==> config.mk <==
export PLATFORM = sky130hd
export DESIGN_NAME = fpga_private_ram_arbiter_flat
export DESIGN_NICKNAME = d
export VERILOG_FILES = /design/src/rtl/fpga_private_ram_arbiter_if.sv /design/src/rtl/fpga_private_ram_arbiter.sv /design/src/flat_wrapper.sv
export SDC_FILE = /design/constraint.sdc
export NUM_CORES = 1
export LEC_CHECK = 0
export BUFFER_PORTS_ARGS = -buffer_cell sky130_fd_sc_hd__buf_2
export CAP_MARGIN = 20
export CORE_AREA = 3 3 96 98
export CTS_CLUSTER_SIZE = 25
export DETAILED_ROUTE_END_ITERATION = 10
export DIE_AREA = 0 0 99 101
export GPL_TIMING_DRIVEN = 0
export PLACE_DENSITY = 0.75
export SLEW_MARGIN = 5
export SYNTH_ARGS = -nofsm -noshare
export SYNTH_HDL_FRONTEND = slang
export SYNTH_SLANG_ARGS = --single-unit
export TNS_END_PERCENT = 50
==> constraint.sdc <==
create_clock -name clk_i -period 2.2 [get_ports clk_i]
set_input_delay 0 -clock clk_i [delete_from_list [all_inputs] [get_ports clk_i]]
set_output_delay 0 -clock clk_i [all_outputs]
set_load 0.01 [all_outputs]
==> src/rtl/fpga_private_ram_arbiter_if.sv <==
// rtl/fpga_private_ram_arbiter_if.sv - requester and RAM bank signal bundle for the private RAM arbiter
interface fpga_private_ram_arbiter_if #(
  parameter int NUM_PORTS  = 2,
  parameter int ADDR_WIDTH = 12
);
  // Requester side (TCDM req/gnt/r_valid)
  logic [NUM_PORTS-1:0]            req_i;
  logic [NUM_PORTS-1:0]            wen_i;
  logic [NUM_PORTS*4-1:0]          be_i;
  logic [NUM_PORTS*ADDR_WIDTH-1:0] addr_i;
  logic [NUM_PORTS*32-1:0]         wdata_i;
  logic [NUM_PORTS-1:0]            gnt_o;
  logic [NUM_PORTS-1:0]            r_valid_o;
  logic [31:0]                     r_rdata_o;

  // RAM bank side
  logic                            ram_csn_o;
  logic                            ram_wen_o;
  logic [3:0]                      ram_be_o;
  logic [ADDR_WIDTH-1:0]           ram_addr_o;
  logic [31:0]                     ram_wdata_o;
  logic [31:0]                     ram_rdata_i;

  // Environment view: drives requests and returns bank read data
  modport master (
    output req_i, wen_i, be_i, addr_i, wdata_i, ram_rdata_i,
    input  gnt_o, r_valid_o, r_rdata_o,
    input  ram_csn_o, ram_wen_o, ram_be_o, ram_addr_o, ram_wdata_o
  );

  // Arbiter view
  modport slave (
    input  req_i, wen_i, be_i, addr_i, wdata_i, ram_rdata_i,
    output gnt_o, r_valid_o, r_rdata_o,
    output ram_csn_o, ram_wen_o, ram_be_o, ram_addr_o, ram_wdata_o
  );
endinterface

==> src/rtl/fpga_private_ram_arbiter.sv <==
// rtl/fpga_private_ram_arbiter.sv - round-robin arbiter sharing one private L2 RAM bank
module fpga_private_ram_arbiter #(
  parameter int  NUM_PORTS  = 2,
  parameter int  ADDR_WIDTH = 12,
  localparam int PORT_W     = $clog2(NUM_PORTS)
) (
  input  logic                      clk_i,
  input  logic                      rst_i,
  fpga_private_ram_arbiter_if.slave bus,
  input  logic                      cnt_clear_i,
  output logic [31:0]               conflict_cnt_o
);

  logic [PORT_W-1:0] rr_ptr;
  logic              resp_valid;
  logic [PORT_W-1:0] resp_port;
  logic [31:0]       conflict_cnt;

  logic              found;
  logic              grant;
  logic [PORT_W-1:0] win;
  logic [PORT_W:0]   scan;
  logic [PORT_W-1:0] ptr_next;
  logic              conflict;

  // Scan ports starting at rr_ptr with explicit wrap; the first requester wins
  always_comb begin
    found = 1'b0;
    win   = '0;
    scan  = '0;
    for (int off = 0; off < NUM_PORTS; off++) begin
      scan = {1'b0, rr_ptr} + (PORT_W+1)'(off);
      if (scan >= (PORT_W+1)'(NUM_PORTS)) begin
        scan = scan - (PORT_W+1)'(NUM_PORTS);
      end
      for (int i = 0; i < NUM_PORTS; i++) begin
        if (!found && (scan == (PORT_W+1)'(i)) && bus.req_i[i]) begin
          found = 1'b1;
          win   = PORT_W'(i);
        end
      end
    end
  end

  // No grants are issued while reset is held
  assign grant    = found && !rst_i;
  assign ptr_next = (win == PORT_W'(NUM_PORTS - 1)) ? '0 : win + 1'b1;
  assign conflict = $countones(bus.req_i) >= 2;

  // Drive the bank from the winner; idle bank keeps port 0's address/data
  always_comb begin
    bus.ram_csn_o   = 1'b1;
    bus.ram_wen_o   = 1'b1;
    bus.ram_be_o    = 4'b0000;
    bus.ram_addr_o  = bus.addr_i[ADDR_WIDTH-1:0];
    bus.ram_wdata_o = bus.wdata_i[31:0];
    bus.gnt_o       = '0;
    for (int i = 0; i < NUM_PORTS; i++) begin
      if (grant && (win == PORT_W'(i))) begin
        bus.gnt_o[i]    = 1'b1;
        bus.ram_csn_o   = 1'b0;
        bus.ram_wen_o   = bus.wen_i[i];
        bus.ram_be_o    = bus.be_i[i*4 +: 4];
        bus.ram_addr_o  = bus.addr_i[i*ADDR_WIDTH +: ADDR_WIDTH];
        bus.ram_wdata_o = bus.wdata_i[i*32 +: 32];
      end
    end
  end

  // Route the pending response to its owner; read data passes straight through
  always_comb begin
    bus.r_valid_o = '0;
    for (int i = 0; i < NUM_PORTS; i++) begin
      bus.r_valid_o[i] = resp_valid && (resp_port == PORT_W'(i));
    end
  end

  assign bus.r_rdata_o  = bus.ram_rdata_i;
  assign conflict_cnt_o = conflict_cnt;

  // Advance the priority pointer past each winner and remember who owns next cycle's response
  always_ff @(posedge clk_i) begin
    if (rst_i) begin
      rr_ptr     <= '0;
      resp_valid <= 1'b0;
      resp_port  <= '0;
    end else if (grant) begin
      rr_ptr     <= ptr_next;
      resp_valid <= 1'b1;
      resp_port  <= win;
    end else begin
      resp_valid <= 1'b0;
    end
  end

  // Saturating contention counter; clear beats increment
  always_ff @(posedge clk_i) begin
    if (rst_i) begin
      conflict_cnt <= '0;
    end else if (cnt_clear_i) begin
      conflict_cnt <= '0;
    end else if (conflict && (conflict_cnt != 32'hFFFF_FFFF)) begin
      conflict_cnt <= conflict_cnt + 32'd1;
    end
  end

endmodule
==> src/flat_wrapper.sv <==
// flat-port wrapper written by rule: the top's interface ports become plain ports
module fpga_private_ram_arbiter_flat 
#(
  parameter int  NUM_PORTS  = 2,
  parameter int  ADDR_WIDTH = 12,
  localparam int PORT_W     = $clog2(NUM_PORTS)
)
  (clk_i, rst_i, cnt_clear_i, conflict_cnt_o, bus_req_i, bus_wen_i, bus_be_i, bus_addr_i, bus_wdata_i, bus_ram_rdata_i, bus_gnt_o, bus_r_valid_o, bus_r_rdata_o, bus_ram_csn_o, bus_ram_wen_o, bus_ram_be_o, bus_ram_addr_o, bus_ram_wdata_o);
  fpga_private_ram_arbiter_if #(.NUM_PORTS(NUM_PORTS), .ADDR_WIDTH(ADDR_WIDTH)) bus_i ();
  input  logic clk_i;
  input  logic rst_i;
  input  logic cnt_clear_i;
  output logic [31:0] conflict_cnt_o;
  input wire logic [$bits(bus_i.req_i)-1:0] bus_req_i;
  input wire logic [$bits(bus_i.wen_i)-1:0] bus_wen_i;
  input wire logic [$bits(bus_i.be_i)-1:0] bus_be_i;
  input wire logic [$bits(bus_i.addr_i)-1:0] bus_addr_i;
  input wire logic [$bits(bus_i.wdata_i)-1:0] bus_wdata_i;
  input wire logic [$bits(bus_i.ram_rdata_i)-1:0] bus_ram_rdata_i;
  output wire logic [$bits(bus_i.gnt_o)-1:0] bus_gnt_o;
  output wire logic [$bits(bus_i.r_valid_o)-1:0] bus_r_valid_o;
  output wire logic [$bits(bus_i.r_rdata_o)-1:0] bus_r_rdata_o;
  output wire logic [$bits(bus_i.ram_csn_o)-1:0] bus_ram_csn_o;
  output wire logic [$bits(bus_i.ram_wen_o)-1:0] bus_ram_wen_o;
  output wire logic [$bits(bus_i.ram_be_o)-1:0] bus_ram_be_o;
  output wire logic [$bits(bus_i.ram_addr_o)-1:0] bus_ram_addr_o;
  output wire logic [$bits(bus_i.ram_wdata_o)-1:0] bus_ram_wdata_o;
  assign bus_i.req_i = bus_req_i;
  assign bus_i.wen_i = bus_wen_i;
  assign bus_i.be_i = bus_be_i;
  assign bus_i.addr_i = bus_addr_i;
  assign bus_i.wdata_i = bus_wdata_i;
  assign bus_i.ram_rdata_i = bus_ram_rdata_i;
  assign bus_gnt_o = bus_i.gnt_o;
  assign bus_r_valid_o = bus_i.r_valid_o;
  assign bus_r_rdata_o = bus_i.r_rdata_o;
  assign bus_ram_csn_o = bus_i.ram_csn_o;
  assign bus_ram_wen_o = bus_i.ram_wen_o;
  assign bus_ram_be_o = bus_i.ram_be_o;
  assign bus_ram_addr_o = bus_i.ram_addr_o;
  assign bus_ram_wdata_o = bus_i.ram_wdata_o;
  fpga_private_ram_arbiter #(.NUM_PORTS(NUM_PORTS), .ADDR_WIDTH(ADDR_WIDTH)) u_core (.clk_i(clk_i), .rst_i(rst_i), .bus(bus_i), .cnt_clear_i(cnt_clear_i), .conflict_cnt_o(conflict_cnt_o));
endmodule
### Word-level counts from Yosys, hierarchy flattened

Index checks and enable logic that the tools add are counted.
W data, S select, Z words.

* eq/ne operators: 3
* bitwise logic cells: 2
* add/subtract/negate cells: 6
* mux-type cells: 21
* reduce and logical (&&, ||, !) cells: 20
* order comparisons: 3

Operators with widths (count)
* $add A32 B1 Y32 const B: 1
* $ge A32 B3 Y1 const B: 1
* $mux W32: 1
* $ne A32 B32 Y1 const B: 1
* $mux W1: 15
* $logic_and A1 B1 Y1: 13
* $mux W12: 1
* $mux W4: 2
* $eq A2 B1 Y1 const B: 2
* $logic_not A1 Y1: 4
* $logic_not A2 Y1: 2
* $mux W2: 2
* $add A1 B1 Y2: 1
* $add A1 B1 Y2 const B: 1
* $ge A1 B2 Y1 const B: 1
* $ge A2 B2 Y1 const B: 1
* $not A1 Y1: 2
* $reduce_or A2 Y1: 1
* $sub A1 B2 Y2 const B: 1
* $sub A2 B2 Y2 const B: 1
* $add A1 B1 Y1 const B: 1

* input bits: 135
* flip-flop bits (word level): 35
* word-level logic and storage cells: 59

### Depth between registers and ports, before layout

Gate-level depths: netlist (run 1).

* word-level depth: 21
* mapped depth: 10
* mapped depth without buffers: 6

### Least setup slack after synthesis (run 1)

No wires, ideal clock.

* kind: register -> register
* start: reg u_core.conflict_cnt[0] (netlist: u_core.conflict_cnt_o[0])
* end: reg u_core.conflict_cnt[17] (netlist: u_core.conflict_cnt_o[17])
* data arrival time: 2.064 ns
* period minus slack after synthesis: 2.135 ns
* path slack: 0.065 ns
* cell stages (with the launch flop): 10
* data required time: 2.129 ns
* cell sequence: dfxtp_1 -> ha_1 -> and3_1 -> buf_6 -> and3_4 -> and3_1 -> buf_6 -> buf_6 -> or4_1 -> a21oi_1

* cells in the longest elaborated chain, start to end: 2
* elaborated cells on any way between the ends: 3
* those cells by class: add/sub: 1; eq/ne: 1; reduce/logical: 1

Ends and longest elaborated chain
* start, declared: RTL line fpga_private_ram_arbiter.sv:17 `logic [31:0] conflict_cnt;`
* start signal, assigned: RTL line fpga_private_ram_arbiter.sv:103 `conflict_cnt <= conflict_cnt + 32'd1;`
* branches (longest 2 deep; another with $add A32 B1 Y32)

Parallel ways; which one is timed is not known.
A chain may end at the register's enable or synchronous reset.

### Final worst setup path (run 1)

* start: reg u_core.conflict_cnt[1] (netlist: u_core.conflict_cnt_o[1])
* end: reg u_core.conflict_cnt[17] (netlist: u_core.conflict_cnt_o[17])

The elaborated chain is that of the path after synthesis.

==> results.json, run 1 <==
{
  "critPathMaxFanout": 10,
  "syn-cell-area_sq_um": 2690,
  "placedCellCount": 733,
  "switching_share_pct": 31.1,
  "syn-mean-instance-area_sq_um": 6.65,
  "tritoncts_clock_tree": "built",
  "clk_latency_ps": 290,
  "finish.utilization_pct": 48.4,
  "route.final.wire_length_mm": 11.9,
  "htreeDepth": 2,
  "hold_start": "bus_req_i[0]",
  "yosys.area.top_type_share_pct": 26.0,
  "crit-reg2reg-launch": "u_core.conflict_cnt_o[1]$_SDFFE_PP0P_",
  "crit_path_cell_trace": "ha_4 > and3_4 > buf_6 > and3_4 > and3_4 > buf_6 > buf_6 > or4_1 > a21oi_1",
  "synthesis.instances": 405,
  "powerDensity_nw_per_um2": 380,
  "achievable-frequency_mhz": 465,
  "io_pins": 253,
  "route.detailed.drc": 0,
  "area_growth_pct": 53.7,
  "setup_viol": 0,
  "clkPwrFrac_pct": 29.2,
  "numClockSinks": 35,
  "fp.coreArea_sq_um": 8550,
  "worst_setup_hold_path_clk_slew_ps": 70,
  "post_synth_most_frequent_cells": "nand2_1, dfxtp_1, buf_4",
  "dpl.hpwl_mm": 9.75,
  "pnr_total_power_mw": 1.57,
  "numCtsBuffers": 5,
  "routed_via_density": 5.07,
  "post_synth_num_cell_types": 48,
  "count_of_nets_after_finishing": 774,
  "ys_seq_area_share_pct": 26.0,
  "async_s_r_ff_share_synth_pct": 0,
  "ctsLongestPathBuffers": 2,
  "critical_path.slowest_cell": "or4_1",
  "synth_largest_area_cell": "dfxtp_1",
  "row_count": 34,
  "antenna_violating_nets_post_route": 0,
  "share_seq_of_total_power_pct": 40.7,
  "timing.setup.tns_ps": 0,
  "firstDrtPassIters": 5,
  "syn-num-nets": 541,
  "io_buffer_count": 220,
  "share_comb_of_total_power_pct": 30.1,
  "synth_top_flop_cell": "dfxtp_1",
  "worst-endpoint-required_ps": 2420,
  "finalCriticalPeriod_ps": 2150,
  "whs_path_depth": 2,
  "drt-wirelength-per-cell_microns": 15.9,
  "status": "finished clean",
  "grt_pass1_wl_mm": 17.1,
  "final-max-slew-violation-count": 0,
  "worst-endpoint-arrival_ps": 2370,
  "hold_violations": 0,
  "setup.worst_path.start_class": "flop",
  "p_switching_uw": 490,
  "pin_count_of_the_biggest_net_entering_global_routing": 11,
  "irDropWorstVdd_v": 0.000290,
  "number_of_enable_flip_flop_cells_after_synthesis": 0,
  "finalClockSkew_ps": 6.97,
  "reg2reg_setup_slack_ps": 50,
  "maxSlewHeadroom_pct": 50.6,
  "grt-ovfl-total": 0,
  "synth_most_common_cell": "nand2_1",
  "min_delay_worst_endpoint": "u_core.rr_ptr$_SDFFE_PP0P_",
  "die_area_sq_um": 10000,
  "grt_pass1_vias": 3341,
  "grt.total_usage_pct": 21.3,
  "final.fill_count": 859,
  "worst_tran_pin_value_ps": 735,
  "antenna_found_initial": 2,
  "path_class_of_the_lowest_slack_min_delay_path": "primary input to flop",
  "layout_worst_path_cycle_share_pct": 97.7,
  "path_class": "flop to flop",
  "final_layout_size_suffix_gt1_share_pct": 46.0,
  "die_x_microns": 99,
  "synthTopCellsByArea": "dfxtp_1, nand2_1, buf_4",
  "synth_seq_cells": 35,
  "fin_worst_hold_slack_ps": 43.7,
  "endpoint_kind": "flop",
  "final-instance-count-excl-fill": 748,
  "synth.yosys.warnings": 0,
  "crit-reg2reg-capture": "u_core.conflict_cnt_o[17]$_SDFFE_PP0P_",
  "vias": 3794,
  "seq_area_sq_um": 713,
  "root_buffer": "clkbuf_8",
  "area_of_the_multi_input_gates_sq_um": 1670,
  "finalWeightedCongestion": 0.892,
  "critPathMaxStageDelay_ps": 500,
  "p_leak_nw": 2.12,
  "p_int_mw": 1.08,
  "drt_iter0_markers": 218,
  "max-cap-violations": 0,
  "starting_density_pct": 31.5,
  "worst_r2r_path_depth": 9,
  "die_y_extent_microns": 101
}
## cells by family (layout without fill, tap and decap cells)
family | after synthesis | after routing | share of synthesized area, %
multiplexers | 1 | 1 | 0.372
adder cells (fa/ha/maj) | 1 | 1 | 0.464
other | 0 | 1 | 0
AND/OR/NAND/NOR | 247 | 247 | 44.5
buffers and inverters | 60 | 294 | 14.0
flip-flops | 35 | 35 | 26.0
AO/OA/AOI/OAI | 54 | 54 | 12.4
XOR/XNOR | 7 | 7 | 2.28
## how the worst max path moves through the flow
| stage | start | endpoint | slack (ps) | cells after the start |
|---|---|---|---|---|
| finish | u_core.conflict_cnt_o[1]$_SDFFE_PP0P_ | u_core.conflict_cnt_o[17]$_SDFFE_PP0P_ | 50 | 9 |
| global route | u_core.conflict_cnt_o[1]$_SDFFE_PP0P_ | u_core.conflict_cnt_o[19]$_SDFFE_PP0P_ | -10 | 10 |
| CTS | u_core.conflict_cnt_o[0]$_SDFFE_PP0P_ | u_core.conflict_cnt_o[14]$_SDFFE_PP0P_ | -4 | 9 |
| detailed placement | u_core.conflict_cnt_o[0]$_SDFFE_PP0P_ | u_core.conflict_cnt_o[14]$_SDFFE_PP0P_ | -5 | 9 |
| global placement | u_core.conflict_cnt_o[0]$_SDFFE_PP0P_ | u_core.conflict_cnt_o[14]$_SDFFE_PP0P_ | 3 | 9 |
| floorplan | u_core.conflict_cnt_o[0]$_SDFFE_PP0P_ | u_core.conflict_cnt_o[17]$_SDFFE_PP0P_ | 70 | 9 |
## layer usage
layer  up-vias  GRT usage [%]  share of wire, %
met5         -              0              0.11
met4         2           4.94               1.6
met3        16           5.81                11
met2       233           34.2                46
met1      1696           28.5                41
li1       1847              -                 -
## power by group through the flow
stage	clock network (mW)	logic (mW)	registers, mW
after floorplan	0	0.222	0.656
after global placement	0	0.463	0.656
after detailed placement	0	0.468	0.656
after CTS	0.463	0.473	0.642
after global routing	0.497	0.517	0.640
final	0.460	0.474	0.640
## worst max-delay path, delay by kind of cell, from the launching register on
kind | cells | cell delay [ps]
AND/OR/NAND/NOR | 4 | 1010
buffers and inverters | 3 | 380
flip-flops | 1 | 370
adder cells (fa/ha/maj) | 1 | 160
AO/OA/AOI/OAI | 1 | 140
## placed cells by master, fill, tap and decap left out, types with 9 or more instances in the layout
| cell type | n |
|---|---|
| a21oi_1 | 23 |
| buf_2 | 221 |
| buf_4 | 37 |
| clkbuf_1 | 14 |
| dfxtp_1 | 29 |
| nand2_1 | 142 |
| nand3_1 | 13 |
| nand4_1 | 18 |
| nor2_1 | 16 |
| o21ai_0 | 9 |
| or3_1 | 10 |
| or4_1 | 9 |
## stage by stage
| stage | worst slack, ps | instance area (sq um) |
|---|---|---|
| CTS | -3.95 | 4040 |
| floorplan | 65.1 | 2690 |
| finish | 49.9 | 4140 |
| global route | -11.2 | 4140 |
| detailed placement | -5.36 | 3930 |
| global placement | 2.96 | 3930 |
## flip-flops by register name, indices dropped and copies added (netlist names)
register,flops
u_core.conflict_cnt_o,32
u_core.resp_port,1
u_core.resp_valid,1
u_core.rr_ptr,1
## area by class of cell
| cell class | count | share of cell area [%] |
|---|---|---|
| diodes | 1 | 0.0604 |
| well taps | 108 | 3.26 |
| clock inverters | 1 | 0.121 |
| repair buffers | 227 | 28.0 |
| clock buffers | 7 | 1.84 |
| multi-input cells | 310 | 40.3 |
| inverters | 5 | 0.453 |
| plain buffers | 54 | 8.70 |
| flip-flops and latches | 35 | 17.2 |
## timing repair
item	CTS	global route
setup buffers	0	5
hold endpoints to repair	3	0
setup endpoints to repair	13	26
gates resized for setup	3	19
pin swaps	1	4
cloned	0	0
hold buffers	2	0
(Power assumes the default switching activity.)
==> run 2, diff against run 1 <==
- SETUP_SLACK_MARGIN: not set -> 0.3
==> run 2 against run 1 <==
Utilization increased by 3.4 points; count of clock-buffer cells in the layout unchanged; sequential share of layout area decreased by 0.95 points; final cell count increased by 2.0%; first-iteration DRC count increased by 21%; maximum frequency increased by 2.3%; clock power increased by 7.0%; wire length increased by 5.7%; die area unchanged; design area increased by 7.0%; critical path type unchanged.
==> results.json, run 2 (synthesis gave the netlist of run 1 again) <==
{
  "status": "finished clean",
  "die_area_sq_um": 10000,
  "ctsLongestPathBuffers": 2,
  "grt.total_usage_pct": 22.3,
  "path_class_of_the_lowest_slack_min_delay_path": "primary input to flop",
  "crit-reg2reg-capture": "u_core.conflict_cnt_o[7]$_SDFFE_PP0P_",
  "max-cap-violations": 0,
  "placedCellCount": 733,
  "rsz0062_at_grt": "yes",
  "route.final.wire_length_mm": 12.5,
  "worst_tran_pin_value_ps": 604,
  "hold_violations": 0,
  "clk_latency_ps": 290,
  "critPathMostFrequentCell": "and3_4",
  "routed_via_density": 5.13,
  "irDropWorstVdd_v": 0.000318,
  "drt-wirelength-per-cell_microns": 16.4,
  "powerDensity_nw_per_um2": 364,
  "path_class": "flop to flop",
  "starting_density_pct": 31.5,
  "pin_count_of_the_biggest_net_entering_global_routing": 12,
  "dpl.hpwl_mm": 9.52,
  "finalWeightedCongestion": 0.910,
  "grt-ovfl-total": 0,
  "commonest_non_fill_non_tap_cell_in_the_layout": "buf_2",
  "final_layout_size_suffix_gt1_share_pct": 52.0,
  "fp.coreArea_sq_um": 8550,
  "p_int_mw": 1.12,
  "crit-reg2reg-launch": "u_core.conflict_cnt_o[1]$_SDFFE_PP0P_",
  "hold_start": "bus_req_i[0]",
  "die_x_microns": 99,
  "root_buffer": "clkbuf_8",
  "antenna_found_initial": 4,
  "setup_viol": 0,
  "share_comb_of_total_power_pct": 29.7,
  "fin_ws_ps": 98.2,
  "layout_worst_path_cycle_share_pct": 95.5,
  "tritoncts_clock_tree": "built",
  "final.fill_count": 856,
  "finalClockSkew_ps": 10.1,
  "grt_pass1_vias": 3407,
  "htreeDepth": 2,
  "count_of_nets_after_finishing": 789,
  "worst_r2r_path_depth": 8,
  "endpoint_kind": "flop",
  "crit_path_cell_trace": "ha_4 > and3_4 > buf_6 > and3_4 > and3_4 > buf_8 > or4_1 > a21oi_2",
  "worst-endpoint-arrival_ps": 2320,
  "area_growth_pct": 64.4,
  "p_leak_nw": 2.25,
  "final-instance-count-excl-fill": 763,
  "route.detailed.drc": 0,
  "finalCriticalPeriod_ps": 2100,
  "maxSlewHeadroom_pct": 59.7,
  "setup.worst_path.start_class": "flop",
  "antenna_violating_nets_post_route": 0,
  "firstDrtPassIters": 6,
  "drt_iter0_markers": 264,
  "worst-endpoint-required_ps": 2420,
  "share_seq_of_total_power_pct": 39.7,
  "grt_pass1_wl_mm": 17.9,
  "p_switching_uw": 493,
  "numCtsBuffers": 5,
  "vias": 3914,
  "layout.cells.most_common_list": "buf_2, nand2_1, buf_4",
  "critical_path.slowest_cell": "or4_1",
  "switching_share_pct": 30.6,
  "die_y_extent_microns": 101,
  "reg2reg_setup_slack_ps": 100,
  "critPathMaxFanout": 6,
  "io_buffer_count": 220,
  "pre_cts_ws_ps": -39.9,
  "whs_path_depth": 2,
  "largest_reg_flops": 32,
  "achievable-frequency_mhz": 476,
  "io_pins": 253,
  "min_delay_worst_endpoint": "u_core.rr_ptr$_SDFFE_PP0P_",
  "clkPwrFrac_pct": 30.6,
  "row_count": 34,
  "final-max-slew-violation-count": 0,
  "numClockSinks": 35,
  "worst_setup_hold_path_clk_slew_ps": 80,
  "critPathMaxStageDelay_ps": 570
}
==> run 2: critical path: cells and delay by family (launching register included) <==
family / cells / cell delay, ps
simple gates: 4 / 1090
flops: 1 / 360
buf+inv: 2 / 250
compound gates: 1 / 180
fa+ha+maj: 1 / 150
==> run 2: what timing repair did <==
item,in CTS,in global routing
cloned,1,0
buffers inserted,9,9
pin swaps,19,12
hold buffers,2,0
resized for setup,21,46
setup endpoints to repair,75,76
hold endpoints to repair,3,0
==> run 2: cell type report <==
class | count | area, sq um | area share, %
clock inverter | 1 | 5.00 | 0.113
timing repair buffer | 241 | 1280 | 29.0
inverter | 5 | 18.8 | 0.424
sequential | 35 | 721 | 16.3
buffer | 55 | 405 | 9.16
antenna | 1 | 2.50 | 0.0565
clock buffer | 7 | 86.3 | 1.95
multi-input combinational | 310 | 1770 | 40.0
tap | 108 | 135 | 3.05
==> run 2: through the flow <==
step | hold WS (ps) | area (sq um) | utilization [%] | total power [mW] | TNS (ps)
after floorplan | 72.4 | 2730 | - | 0.877 | 0
after global placement | 185 | 3970 | 46.4 | 1.12 | 0
after detailed placement | 185 | 3970 | 46.4 | 1.12 | -242
after CTS | 25.3 | 4230 | 49.5 | 1.61 | 0
after global routing | 51.6 | 4430 | 51.8 | 1.69 | 0
final | 26.3 | 4430 | 51.8 | 1.61 | 0
==> run 2: power by group through the flow <==
stage	Clock [mW]	Sequential [mW]	Combinational (mW)
3_5_place_dp	0	0.654	0.466
6_report	0.492	0.639	0.479
4_1_cts	0.498	0.639	0.476
2_1_floorplan	0	0.654	0.223
3_3_place_gp	0	0.654	0.462
5_1_grt	0.527	0.640	0.522
==> run 2: worst max path at each step <==
stage                                           startpoint                                      to  slack, ps  depth (start not counted)
finish               u_core.conflict_cnt_o[1]$_SDFFE_PP0P_   u_core.conflict_cnt_o[7]$_SDFFE_PP0P_        100                          8
global route         u_core.conflict_cnt_o[0]$_SDFFE_PP0P_  u_core.conflict_cnt_o[21]$_SDFFE_PP0P_         80                          7
CTS                  u_core.conflict_cnt_o[1]$_SDFFE_PP0P_  u_core.conflict_cnt_o[21]$_SDFFE_PP0P_        140                          9
detailed placement  u_core.conflict_cnt_o[25]$_SDFFE_PP0P_  u_core.conflict_cnt_o[15]$_SDFFE_PP0P_        -40                          8
global placement    u_core.conflict_cnt_o[25]$_SDFFE_PP0P_   u_core.conflict_cnt_o[1]$_SDFFE_PP0P_         50                          8
floorplan            u_core.conflict_cnt_o[1]$_SDFFE_PP0P_  u_core.conflict_cnt_o[17]$_SDFFE_PP0P_        220                          9
==> run 2: per-layer routing <==
layer | wire length, microns | global-route usage [%] | up-vias
met1 | 4940 | 29.3 | 1775
li1 | - | - | 1875
met2 | 5950 | 36.7 | 234
met5 | 41 | 0 | -
met3 | 1390 | 6.44 | 24
met4 | 212 | 3.89 | 6
==> run 3, diff against run 2 <==
- SETUP_SLACK_MARGIN: 0.3 -> 0.15
==> run 3 against run 2 <==
Worst hold slack improved by 2.7 ps; die area unchanged; largest power group unchanged; maximum frequency decreased by 0.73%; sequential cell count unchanged; via count decreased by 2.1%.
==> results.json, run 3 (synthesis gave the netlist of run 1 again) <==
{
  "status": "finished clean",
  "numClockSinks": 35,
  "fp.coreArea_sq_um": 8550,
  "drt-wirelength-per-cell_microns": 15.5,
  "area_growth_pct": 59.3,
  "fin_worst_hold_slack_ps": 29.0,
  "clk_latency_ps": 290,
  "powerDensity_nw_per_um2": 401,
  "dpl.hpwl_mm": 9.31,
  "vias": 3832,
  "numCtsBuffers": 5,
  "firstDrtPassIters": 5,
  "die_x_microns": 99,
  "starting_density_pct": 31.5,
  "hold_violations": 0,
  "tritoncts_clock_tree": "built",
  "antenna_found_initial": 0,
  "die_y_extent_microns": 101,
  "io_pins": 253,
  "crit-reg2reg-capture": "u_core.conflict_cnt_o[21]$_SDFFE_PP0P_",
  "route.detailed.drc": 0,
  "ctsLongestPathBuffers": 2,
  "count_of_nets_after_finishing": 785,
  "share_seq_of_total_power_pct": 37.1,
  "final_layout_size_suffix_gt1_share_pct": 48.9,
  "final-max-slew-violation-count": 0,
  "max-cap-violations": 0,
  "pnr_total_power_mw": 1.72,
  "achievable-frequency_mhz": 472,
  "layout_worst_path_cycle_share_pct": 96.2,
  "worst-endpoint-required_ps": 2420,
  "rsz0062_at_grt": "yes",
  "grt_pass1_wl_mm": 16.6,
  "endpoint_kind": "flop",
  "clkPwrFrac_pct": 35.4,
  "worst-endpoint-arrival_ps": 2340,
  "worst_tran_pin_value_ps": 530,
  "route.final.wire_length_mm": 11.7,
  "setup.worst_path.start_class": "flop",
  "setup_viol": 0,
  "finalClockSkew_ps": 14.3,
  "grt-ovfl-total": 0,
  "p_int_mw": 1.20,
  "die_area_sq_um": 10000,
  "critPathMaxFanout": 7,
  "io_buffer_count": 220,
  "p_leak_nw": 2.20,
  "root_buffer": "clkbuf_8",
  "share_comb_of_total_power_pct": 27.5,
  "hold_start": "bus_req_i[0]",
  "grt_pass1_vias": 3209,
  "whs_path_depth": 2,
  "antenna_violating_nets_post_route": 0,
  "p_switching_uw": 519,
  "final-instance-count-excl-fill": 758,
  "timing.setup.tns_ps": 0,
  "irDropWorstVdd_v": 0.000267,
  "pin_count_of_the_biggest_net_entering_global_routing": 14,
  "row_count": 34,
  "path_class": "flop to flop",
  "htreeDepth": 2,
  "finish.utilization_pct": 50.2,
  "path_class_of_the_lowest_slack_min_delay_path": "primary input to flop",
  "reg2reg_setup_slack_ps": 80,
  "placedCellCount": 733,
  "worst_r2r_path_depth": 9,
  "worst_setup_hold_path_clk_slew_ps": 80,
  "grt.total_usage_pct": 20.6,
  "largest_reg_flops": 32,
  "drt_iter0_markers": 236,
  "layout.cells.most_common_list": "buf_2, nand2_1, buf_4",
  "antenna_cells_inserted": 0,
  "min_delay_worst_endpoint": "u_core.rr_ptr$_SDFFE_PP0P_",
  "crit-reg2reg-launch": "u_core.conflict_cnt_o[0]$_SDFFE_PP0P_",
  "finalCriticalPeriod_ps": 2120,
  "routed_via_density": 5.06,
  "commonest_non_fill_non_tap_cell_in_the_layout": "buf_2",
  "maxSlewHeadroom_pct": 64.7,
  "switching_share_pct": 30.1,
  "finalWeightedCongestion": 0.840
}
[run 3: cell count changes in the layout (fill, tap and decap cells not counted), sizes merged]
cell	before	now
buf	281	276
bufinv	0	1
diode	1	0
inv	5	7
clkinv	1	0
clkbuf	20	19
[run 3: worst max path at each step]
stage | cells past startpoint | slack (ps) | to | startpoint
final | 9 | 80 | u_core.conflict_cnt_o[21]$_SDFFE_PP0P_ | u_core.conflict_cnt_o[0]$_SDFFE_PP0P_
after global routing | 9 | 40 | u_core.conflict_cnt_o[21]$_SDFFE_PP0P_ | u_core.conflict_cnt_o[0]$_SDFFE_PP0P_
after CTS | 7 | 140 | u_core.conflict_cnt_o[28]$_SDFFE_PP0P_ | u_core.conflict_cnt_o[1]$_SDFFE_PP0P_
after detailed placement | 8 | 20 | u_core.conflict_cnt_o[11]$_SDFFE_PP0P_ | u_core.conflict_cnt_o[25]$_SDFFE_PP0P_
after global placement | 8 | 70 | u_core.conflict_cnt_o[1]$_SDFFE_PP0P_ | u_core.conflict_cnt_o[25]$_SDFFE_PP0P_
after floorplan | 9 | 160 | u_core.conflict_cnt_o[17]$_SDFFE_PP0P_ | u_core.conflict_cnt_o[1]$_SDFFE_PP0P_
[run 3: per-layer routing]
| metal | share of wire [%] | global-route usage (%) |
|---|---|---|
| met2 | 49 | 35.2 |
| met5 | 0 | 0 |
| met1 | 40 | 27.6 |
| met3 | 9.3 | 3.46 |
| met4 | 0.79 | 3.57 |
[run 3: repair_timing]
| action | in CTS | in global routing |
|---|---|---|
| cloned | 1 | 0 |
| endpoints found under the hold margin | 3 | 0 |
| hold buffers | 2 | 0 |
| pin swaps | 8 | 9 |
| setup buffers | 6 | 8 |
| gates resized for setup | 10 | 22 |
| setup endpoints to repair | 64 | 58 |
[run 3: metrics by stage]
stage               setup slack, ps  cell area, sq um
finish                         82.8              4290
global route                   39.6              4290
CTS                             139              4170
detailed placement             20.7              3950
global placement               65.3              3950
floorplan                       162              2710
[run 3: layout make-up]
class,count,area [sq um]
well taps,108,135
fillers,845,4260
repair buffers,237,1230
inverters,5,18.8
flip-flops and latches,35,719
multi-input cells,310,1700
clock inverters,3,45.0
plain buffers,55,369
clock buffers,5,68.8
[run 3: critical path: stages, from the launching register on]
cell and delay [ps]:
dfxtp_4 360, ha_4 160, and3_4 170, buf_6 120, and3_4 180, and3_4 160, buf_6 120, buf_6 120
or4b_1 500, a21oi_1 150
[run 3: power groups by stage]
stage / Clock [mW] / Combinational, mW / Sequential [mW]
final: 0.610 / 0.473 / 0.639
after global routing: 0.640 / 0.513 / 0.639
after CTS: 0.616 / 0.473 / 0.639
after detailed placement: 0 / 0.466 / 0.655
after global placement: 0 / 0.463 / 0.655
after floorplan: 0 / 0.222 / 0.655
